### src/rtl/sdram_cmd_arbiter.sv
// sdram_cmd_arbiter: grants the SDRAM controller to one of three clients
// (video fetch, cache write-back, cache fill), issues a single command per
// grant, holds it until acknowledged and then steers the data beats.
// Video reads of 16-bit words are paired into 32-bit queue writes.
// Optional feature macro: VSYNC_RESYNC_EN (a vsync rising edge restarts the
// video fetch address at 0 on the next video grant).
module sdram_cmd_arbiter #(
    parameter int VID_LAST    = 19199,
    parameter int VID_WORDS   = 16,
    parameter int CACHE_WORDS = 128
) (
    input  logic        clk,
    input  logic        rst,
    input  logic        vid_en,
    input  logic        vid_low,
    input  logic        vsync,
    input  logic        wb_req,
    input  logic [16:0] wb_addr,
    input  logic        fill_req,
    input  logic [16:0] fill_addr,
    output logic [1:0]  sys_cmd,
    output logic [22:0] sys_addr,
    input  logic [1:0]  sys_cmd_ack,
    input  logic        sys_rd_data_valid,
    input  logic        sys_wr_data_valid,
    input  logic [15:0] sys_dout,
    output logic [31:0] vq_data,
    output logic        vq_we,
    output logic        cache_fill_en,
    output logic        cache_wb_en,
    output logic [1:0]  grant,
    output logic        busy
);

    localparam int MAX_WORDS = (VID_WORDS > CACHE_WORDS) ? VID_WORDS : CACHE_WORDS;
    localparam int CW        = $clog2(MAX_WORDS + 1);

    localparam logic [CW-1:0] VID_LIM    = CW'(VID_WORDS);
    localparam logic [CW-1:0] CACHE_LIM  = CW'(CACHE_WORDS);
    localparam logic [CW-1:0] CNT_ONE    = CW'(1);
    localparam logic [CW-1:0] CNT_ZERO   = CW'(0);
    localparam logic [18:0]   VID_LAST_A = 19'(VID_LAST);

    localparam logic [1:0] G_NONE  = 2'b00;
    localparam logic [1:0] G_WB    = 2'b01;
    localparam logic [1:0] G_VID   = 2'b10;
    localparam logic [1:0] G_FILL  = 2'b11;

    localparam logic [1:0] C_NOP   = 2'b00;
    localparam logic [1:0] C_WR256 = 2'b01;
    localparam logic [1:0] C_RD32  = 2'b10;
    localparam logic [1:0] C_RD256 = 2'b11;

    typedef enum logic [1:0] {
        S_IDLE = 2'b00,
        S_CMD  = 2'b01,
        S_XFER = 2'b10
    } state_t;

    state_t         r_state;
    logic [1:0]     r_grant;
    logic [1:0]     r_sys_cmd;
    logic [22:0]    r_sys_addr;
    logic           r_busy;
    logic           r_vq_we;
    logic [31:0]    r_vq_data;
    logic [15:0]    r_hold;
    logic           r_pair;
    logic [18:0]    r_vidadr;
    logic [CW-1:0]  r_beat_cnt;
    logic           r_rst_done;

    logic           w_vid_req;
    logic           w_vid_grant;
    logic           w_beat;
    logic           w_last;
    logic [CW-1:0]  w_limit;
    logic [18:0]    w_vid_base;

    assign w_vid_req   = vid_en & vid_low;
    // The first cycle after reset release only arms r_rst_done, so no grant
    // can happen before the second rising edge.
    assign w_vid_grant = (r_state == S_IDLE) & r_rst_done & w_vid_req;

`ifdef VSYNC_RESYNC_EN
    logic r_vsync_d;
    logic r_vs_pend;

    // Remember a vsync rising edge until the next video grant consumes it.
    always_ff @(posedge clk or negedge rst) begin
        if (!rst) begin
            r_vsync_d <= 1'b0;
            r_vs_pend <= 1'b0;
        end else begin
            r_vsync_d <= vsync;
            if (vsync && !r_vsync_d) begin
                r_vs_pend <= 1'b1;
            end else if (w_vid_grant) begin
                r_vs_pend <= 1'b0;
            end else begin
                r_vs_pend <= r_vs_pend;
            end
        end
    end

    // A pending resync restarts the frame at address 0.
    always_comb begin
        w_vid_base = r_vidadr;
        if (r_vs_pend) begin
            w_vid_base = 19'd0;
        end else begin
            w_vid_base = r_vidadr;
        end
    end
`else
    logic w_unused_vsync;
    assign w_unused_vsync = vsync;

    // Without resync the video address only advances by acknowledged commands.
    always_comb begin
        w_vid_base = r_vidadr;
    end
`endif

    // Select the beat strobe and burst length belonging to the current owner.
    always_comb begin
        w_beat  = 1'b0;
        w_limit = CACHE_LIM;
        case (r_grant)
            G_WB: begin
                w_beat  = sys_wr_data_valid;
                w_limit = CACHE_LIM;
            end
            G_VID: begin
                w_beat  = sys_rd_data_valid;
                w_limit = VID_LIM;
            end
            G_FILL: begin
                w_beat  = sys_rd_data_valid;
                w_limit = CACHE_LIM;
            end
            default: begin
                w_beat  = 1'b0;
                w_limit = CACHE_LIM;
            end
        endcase
        if (r_state != S_XFER) begin
            w_beat = 1'b0;
        end else begin
            w_beat = w_beat;
        end
    end

    assign w_last = ((r_beat_cnt + CNT_ONE) == w_limit);

    // Arbitration, command issue/hold, beat counting and video word pairing.
    always_ff @(posedge clk or negedge rst) begin
        if (!rst) begin
            r_state    <= S_IDLE;
            r_grant    <= G_NONE;
            r_sys_cmd  <= C_NOP;
            r_sys_addr <= 23'd0;
            r_busy     <= 1'b0;
            r_vq_we    <= 1'b0;
            r_vq_data  <= 32'd0;
            r_hold     <= 16'd0;
            r_pair     <= 1'b0;
            r_vidadr   <= 19'd0;
            r_beat_cnt <= CNT_ZERO;
            r_rst_done <= 1'b0;
        end else begin
            r_rst_done <= 1'b1;
            r_vq_we    <= 1'b0;
            case (r_state)
                S_IDLE: begin
                    r_beat_cnt <= CNT_ZERO;
                    r_pair     <= 1'b0;
                    if (w_vid_grant) begin
                        r_grant    <= G_VID;
                        r_sys_cmd  <= C_RD32;
                        r_sys_addr <= {1'b1, w_vid_base, 3'b000};
                        r_vidadr   <= w_vid_base;
                        r_busy     <= 1'b1;
                        r_state    <= S_CMD;
                    end else if (r_rst_done && wb_req) begin
                        r_grant    <= G_WB;
                        r_sys_cmd  <= C_WR256;
                        r_sys_addr <= {wb_addr, 6'b000000};
                        r_busy     <= 1'b1;
                        r_state    <= S_CMD;
                    end else if (r_rst_done && fill_req) begin
                        r_grant    <= G_FILL;
                        r_sys_cmd  <= C_RD256;
                        r_sys_addr <= {fill_addr, 6'b000000};
                        r_busy     <= 1'b1;
                        r_state    <= S_CMD;
                    end else begin
                        r_state    <= S_IDLE;
                    end
                end
                S_CMD: begin
                    if (sys_cmd_ack != 2'b00) begin
                        r_sys_cmd <= C_NOP;
                        r_state   <= S_XFER;
                        if (r_grant == G_VID) begin
                            r_vidadr <= (r_vidadr == VID_LAST_A) ? 19'd0 : (r_vidadr + 19'd1);
                        end else begin
                            r_vidadr <= r_vidadr;
                        end
                    end else begin
                        r_state <= S_CMD;
                    end
                end
                S_XFER: begin
                    if (w_beat) begin
                        if (r_grant == G_VID) begin
                            if (r_pair) begin
                                r_vq_we   <= 1'b1;
                                r_vq_data <= {sys_dout, r_hold};
                                r_pair    <= 1'b0;
                            end else begin
                                r_hold <= sys_dout;
                                r_pair <= 1'b1;
                            end
                        end else begin
                            r_pair <= r_pair;
                        end
                        if (w_last) begin
                            r_state    <= S_IDLE;
                            r_grant    <= G_NONE;
                            r_busy     <= 1'b0;
                            r_beat_cnt <= CNT_ZERO;
                        end else begin
                            r_beat_cnt <= r_beat_cnt + CNT_ONE;
                        end
                    end else begin
                        r_state <= S_XFER;
                    end
                end
                default: begin
                    r_state   <= S_IDLE;
                    r_grant   <= G_NONE;
                    r_sys_cmd <= C_NOP;
                    r_busy    <= 1'b0;
                end
            endcase
        end
    end

    assign sys_cmd       = r_sys_cmd;
    assign sys_addr      = r_sys_addr;
    assign grant         = r_grant;
    assign busy          = r_busy;
    assign vq_we         = r_vq_we;
    assign vq_data       = r_vq_data;
    // Cache strobes must line up with the controller data word, so they
    // follow the valid strobes directly while the matching burst is open.
    assign cache_fill_en = (r_state == S_XFER) & (r_grant == G_FILL) & sys_rd_data_valid;
    assign cache_wb_en   = (r_state == S_XFER) & (r_grant == G_WB) & sys_wr_data_valid;

endmodule

### config.mk
export PLATFORM = sky130hd
export DESIGN_NAME = sdram_cmd_arbiter
export DESIGN_NICKNAME = d
export VERILOG_FILES = /design/src/rtl/sdram_cmd_arbiter.sv
export SDC_FILE = /design/constraint.sdc
export NUM_CORES = 1
export LEC_CHECK = 0
export BUFFER_PORTS_ARGS = -buffer_cell sky130_fd_sc_hd__buf_4
export CAP_MARGIN = 20
export CORE_MARGIN = 2
export CORE_UTILIZATION = 35
export DETAILED_ROUTE_END_ITERATION = 7
export HOLD_SLACK_MARGIN = 0.1
export MAX_ROUTING_LAYER = met4
export PLACE_DENSITY = 0.57
export SETUP_SLACK_MARGIN = 0.02
export SYNTH_ARGS = -nofsm -noshare
export SYNTH_HDL_FRONTEND = slang
export SYNTH_SLANG_ARGS = --single-unit
### constraint.sdc
create_clock -name clk -period 2.6 [get_ports clk]
set_clock_uncertainty 0.05 [all_clocks]
set_input_delay 0.39 -clock clk [delete_from_list [all_inputs] [get_ports clk]]
set_output_delay 0.39 -clock clk [all_outputs]
set_load 0.02 [all_outputs]
==> results of run 1 <==
## stage by stage
step | cells | hold WS [ns] | cell area [sq um] | setup WS (ns)
global route | 785 | 0.196 | 6150 | 0.265
detailed placement | 769 | 0.281 | 5870 | 0.504
global placement | 769 | 0.283 | 5870 | 0.564
finish | 785 | 0.194 | 6150 | 0.479
floorplan | 487 | 0.0444 | 4790 | 0.711
CTS | 785 | 0.184 | 6150 | 0.452
## report_power, final
part / switching (uW) / total (uW) / internal [uW] / leakage (uW)
combinational: 1090 / 1960 / 871 / 0.00160
clock: 626 / 1280 / 657 / 0.000129
sequential: 392 / 2530 / 2140 / 0.00138
total: 2110 / 5770 / 3670 / 0.00311
## worst min-delay path, cell delays in order
cell,delay (ns)
buf_4,0.09
nand2_1,0.04
nand2_1,0.04
## worst paths after layout
kind | endpoint | slack, ns | depth (start not counted)
setup / recovery | grant[0]$_DFFE_PN0P_ | 0.48 | 7
hold / removal | vq_data[17]$_DFFE_PN0P_ | 0.19 | 3
setup reg to reg | grant[0]$_DFFE_PN0P_ | 0.48 | 7
hold reg to reg | vq_data[12]$_DFFE_PN0P_ | 0.41 | 2
max in group asynchronous | sys_addr[20]$_DFFE_PN0P_ | 1.33 | 3
min in group asynchronous | vq_data[27]$_DFFE_PN0P_ | 0.45 | 2
## sequential cells by signal (all words and copies together) (netlist names)
register,flops
sys_addr,20
r_state,2
sys_cmd,2
r_hold,16
vq_data,32
r_pair,1
vq_we,1
grant,2
r_beat_cnt,8
busy,1
r_rst_done,1
r_vidadr,19
## logic make-up (layout without fill, tap and decap cells)
group / count (synthesis) / in the layout / synth area share (%)
and+or+nand+nor: 235 / 235 / 21.7
DFF: 105 / 105 / 54.9
AOI/OAI and AO/OA: 73 / 73 / 10.3
muxes: 27 / 27 / 6.33
buffers and inverters: 22 / 144 / 2.30
xor gates and xnor gates: 18 / 18 / 3.45
adders and majority gates: 3 / 3 / 0.785
other: 2 / 4 / 0.157
## area by class of cell
cell class	instances	share of cell area (%)
clock inverter	6	0.813
sequential	105	42.7
tap	176	3.58
clock buffer	9	3.66
multi-input combinational	360	33.4
timing repair buffer	127	15.7
inverter	2	0.122
## what timing repair did
action                                  4_1_cts  5_1_grt
hold endpoints to repair                     26        0
endpoints found under the setup margin        0        0
hold buffers                                  1        0
## layout by cell type, fill, tap and decap left out, types with 2 or more instances in the layout
cell / n
nand2_1: 135
buf_4: 125
dfrtp_1: 105
nor2_1: 42
nand3_1: 19
mux2_1: 16
o22ai_1: 12
o21ai_1: 11
mux2_2: 10
a21oi_1: 9
xor2_1: 9
clkbuf_16: 9
xnor2_1: 8
o21ai_0: 8
nor3_1: 6
a22o_1: 6
nand2b_1: 5
a21o_1: 5
and3_1: 5
nor3b_1: 4
conb_1: 4
nor2b_1: 3
nand4_1: 3
o211a_1: 3
a221o_1: 3
a31oi_1: 3
ha_1: 3
inv_6: 3
o21a_1: 2
or3_1: 2
or2_2: 2
a211oi_1: 2
o31ai_1: 2
o41ai_1: 2
clkinvlp_4: 2
## layer usage
metal  wire (um)  GRT usage [%]  vias up
met2        5260           25.3      103
met5           0              -        -
met4         104           3.78        0
met1        5560           23.1     1800
li1            -              -     1893
met3         593           4.09        9
==> results_dict.tcl, run 1 <==
set metrics [dict create \
    cts_tree "built" \
    insertion_delay_ns 0.34 \
    synth_top_area_share_pct 54.9 \
    slowest_stage "dfrtp_1" \
    seqCellArea_sq_um 2630 \
    clkTransAtPathRegs_ns 0.07 \
    die_w_um 121 \
    max_stage_delay_ns 0.45 \
    fillers 1286 \
    start_kind "flip-flop" \
    fin_tns_setup_ns 0 \
    crit_top_cell "o211a_1" \
    numCtsBuffers 9 \
    fin_util_pct 46.3 \
    portBuffers 119 \
    setup_viol 0 \
    grt_pass1_wl_um 19200 \
    drtIter0Drc 175 \
    viasPerCell 4.85 \
    cap_violations 0 \
    p_leak_uw 0.00311 \
    p_total_uw 5770 \
    cts.repair.resized 0 \
    clock_path_buffers 2 \
    core-area_sq_um 13300 \
    grt_usage_pct 16.8 \
    ios 124 \
    crit_start "r_beat_cnt[0]$_DFFE_PN0P_" \
    wl_per_cell_um 14.7 \
    cts.sinks 105 \
    dr_total_vias 3805 \
    antenna_cells 0 \
    routabilityCongestion 0.768 \
    area_delta_synth_final_pct 28.6 \
    r2r-start "r_beat_cnt[0]$_DFFE_PN0P_" \
    synth-seq-cells 105 \
    ys.warnings.count 0 \
    grt_overflow_total 0 \
    min_path_type "in2reg" \
    peakVddDrop_mv 0.407 \
    power.density_nw_per_um2 938 \
    critical_path_arrival_ns 2.30 \
    synthArstFlopShare_pct 100 \
    synthFlopType "dfrtp_1" \
    syn_inst 485 \
    cts_setup_buffers 0 \
    initial_utilization_pct 36.0 \
    ys_top_cells_by_area "dfrtp_1 (55%), nand2_1 (11%), mux2_1 (3.8%)" \
    ys_types 53 \
    yosysMostFrequentCell "nand2_1" \
    antenna_found_initial 0 \
    relSlewSlack_pct 50.7 \
    tightest_slew_ns 0.738 \
    synth_top_cell_by_area "dfrtp_1" \
    critPathTopFamily "compound AO/OA/AOI/OAI gates" \
    synth_edf_count 0 \
    ys_seq_area_share_pct 54.9 \
    period_share_pct 81.6 \
    hpwl_um 8400 \
    finalHoldViolCount 0 \
    hold_start "sys_dout[1]" \
    syn_avg_cell_area_sq_um 9.87 \
    fin_nets 669 \
    grt_max_degree 52 \
    critical_path_class "reg2reg" \
    htreeDepth 3 \
    synth_area_sq_um 4780 \
    post-route-min-period_ns 2.12 \
    cts-root-buf "clkbuf_16" \
    critPathMaxFanout 7 \
    path_cells "ha_1 > nand3_1 > xnor2_2 > o211a_1 > o211a_1 > o22ai_2 > a22o_1" \
    fmax_mhz 471 \
    rows 42 \
    remaining_drc_errors 0 \
    grt_pass1_vias 3813 \
    ant_nets 0 \
    die_h_um 121 \
    crit_buf_inv 0 \
    drive_above_1_share_pct 26.6 \
    rsz0062_at_grt "no" \
    dr.pass1.iters 5 \
    totalWireLength_um 11500 \
    multi_input_area_sq_um 2050 \
    slew_viol_final 0 \
    cp.required_ns 2.78 \
    status "finished, final reports clean" \
    dieArea_sq_um 14600 \
    synth_common_cells "nand2_1 (135), dfrtp_1 (105), nor2_1 (42), nand3_1 (19), mux2_1 (16)" \
    cp-end-kind "flip-flop" \
]
No activity file was read; power rests on OpenSTA's default activity.
==> run 2, diff against run 1 <==
==> constraint.sdc (replaced) <==
create_clock -name clk -period 2.08 [get_ports clk]
set_clock_uncertainty 0.05 [all_clocks]
set_input_delay 0.312 -clock clk [delete_from_list [all_inputs] [get_ports clk]]
set_output_delay 0.312 -clock clk [all_outputs]
set_load 0.02 [all_outputs]
==> run 2 against run 1 <==
  * Total power is 30% higher
  * Fmax is 9.8% higher
  * Sequential share of layout area is 1.1 points lower
  * Register-to-register slack worse by 0.33 ns
  * Critical path type unchanged
  * Highest routed layer unchanged
==> results_dict.tcl, run 2 (synthesized netlist as in run 1, its figures left out) <==
set metrics [dict create \
    status "finished, final reports clean" \
    insertion_delay_ns 0.35 \
    relSlewSlack_pct 63.7 \
    area_delta_synth_final_pct 32.1 \
    cts-root-buf "clkbuf_16" \
    period_share_pct 92.9 \
    antenna_cells 0 \
    min_path_type "in2reg" \
    dieArea_sq_um 14600 \
    p_total_uw 7510 \
    cp-end-kind "flip-flop" \
    multi_input_area_sq_um 2060 \
    start_kind "flip-flop" \
    fin_nets 683 \
    totalWireLength_um 11600 \
    die_w_um 121 \
    power.density_nw_per_um2 1190 \
    largest_reg_flops 32 \
    numCtsBuffers 9 \
    max_stage_delay_ns 0.36 \
    ios 124 \
    portBuffers 119 \
    rows 42 \
    tightest_slew_ns 0.543 \
    setup_viol 0 \
    finalHoldViolCount 0 \
    grt_pass1_wl_um 18800 \
    hpwl_um 8670 \
    path_cells "buf_4 > nand4_2 > o21a_1 > nor4_2 > o211a_1 > o22ai_2 > a21o_1" \
    seqCellArea_sq_um 2630 \
    ant_nets 0 \
    routabilityCongestion 0.816 \
    grt_max_degree 34 \
    worst_hold_slack_ns 0.114 \
    antenna_found_initial 0 \
    critical_path_class "reg2reg" \
    rsz0062_at_grt "yes" \
    grt_usage_pct 16.6 \
    dp_slack_ns 0.157 \
    initial_utilization_pct 36.0 \
    clkTransAtPathRegs_ns 0.07 \
    core-area_sq_um 13300 \
    htreeDepth 3 \
    fmax_mhz 517 \
    slew_viol_final 0 \
    critPathMaxFanout 6 \
    layout_setup_ws_ns 0.148 \
    cp.required_ns 2.27 \
    cts_setup_buffers 0 \
    grt_overflow_total 0 \
    viasPerCell 4.89 \
    fillers 1262 \
    crit_buf_inv 1 \
    cap_violations 0 \
    die_h_um 121 \
    remaining_drc_errors 0 \
    dr_total_vias 3913 \
    clock_path_buffers 2 \
    peakVddDrop_mv 0.571 \
    fin_tns_setup_ns 0 \
    cts.sinks 105 \
    p_leak_uw 0.00320 \
    critical_path_arrival_ns 2.12 \
    dr.pass1.iters 4 \
    final_common_cell "buf_4" \
    post-route-min-period_ns 1.93 \
    wl_per_cell_um 14.5 \
    drive_above_1_share_pct 28.5 \
    drtIter0Drc 261 \
    cts_tree "built" \
    final_cell_mix "buf_4 (137), nand2_1 (135), dfrtp_1 (105), nor2_1 (42), nand3_1 (19)" \
    grt_pass1_vias 3694 \
    slowest_stage "dfrtp_1" \
    critPathTopFamily "compound AO/OA/AOI/OAI gates" \
]
==> run 2: cell count changes in the layout (fill, tap and decap cells not counted) <==
cell / change
buf_12: +2
buf_4: +12
bufinv_16: +1
clkbuf_8: +1
clkinv_4: -1
nor2b_1: -1
nor2b_2: +1
==> run 2: path summary, 6_finish.rpt <==
| path | from | depth (start not counted) | to | slack (ns) |
|---|---|---|---|---|
| max in group asynchronous | rst | 3 | vq_data[29]$_DFFE_PN0P_ | 0.94 |
| hold / removal | sys_dout[14] | 3 | vq_data[30]$_DFFE_PN0P_ | 0.11 |
| hold reg to reg | r_hold[14]$_DFFE_PN0P_ | 2 | vq_data[14]$_DFFE_PN0P_ | 0.41 |
| setup reg to reg | r_beat_cnt[0]$_DFFE_PN0P_ | 7 | busy$_DFFE_PN0P_ | 0.15 |
| min in group asynchronous | rst | 2 | vq_data[27]$_DFFE_PN0P_ | 0.38 |
| setup / recovery | r_beat_cnt[0]$_DFFE_PN0P_ | 7 | busy$_DFFE_PN0P_ | 0.15 |
==> run 2: layout make-up <==
| type | instances | share of cell area [%] |
|---|---|---|
| sequential | 105 | 41.6 |
| multi-input combinational | 360 | 32.5 |
| timing repair buffer | 141 | 17.4 |
| clock buffer | 10 | 3.78 |
| tap | 176 | 3.48 |
| clock inverter | 6 | 1.13 |
| inverter | 2 | 0.119 |
==> run 2: report_power, final <==
| group | internal, uW | leakage, uW | switching, uW |
|---|---|---|---|
| Sequential | 2670 | 0.00138 | 421 |
| Clock | 979 | 0.000146 | 779 |
| Combinational | 1190 | 0.00167 | 1470 |
==> run 2: repair_timing <==
| action | in CTS | in global routing |
|---|---|---|
| hold buffers | 1 | 0 |
| hold endpoints to repair | 26 | 0 |
| endpoints found under the setup margin | 0 | 5 |
| resized for setup | 0 | 1 |
==> run 2: worst min-delay path, delay by kind of cell <==
family	cells	cell delay [ns]
buf+inv	1	0.08
simple gates	2	0.09
==> run 2: metrics by stage <==
| step | utilization (%) | instances | area, sq um |
|---|---|---|---|
| 2_1_floorplan | - | 487 | 4790 |
| 3_3_place_gp | 45.1 | 783 | 6000 |
| 3_5_place_dp | 45.1 | 783 | 6000 |
| 4_1_cts | 47.5 | 800 | 6320 |
| 5_1_grt | 47.5 | 800 | 6320 |
| 6_report | 47.5 | 800 | 6320 |
==> run 2: layer usage <==
metal,up-vias,routed length [um],global-route usage (%)
li1,1927,-,-
met1,1868,5590,22.9
met2,105,5290,24.6
met3,13,528,2.77
met4,0,182,6.32
met5,-,0,-
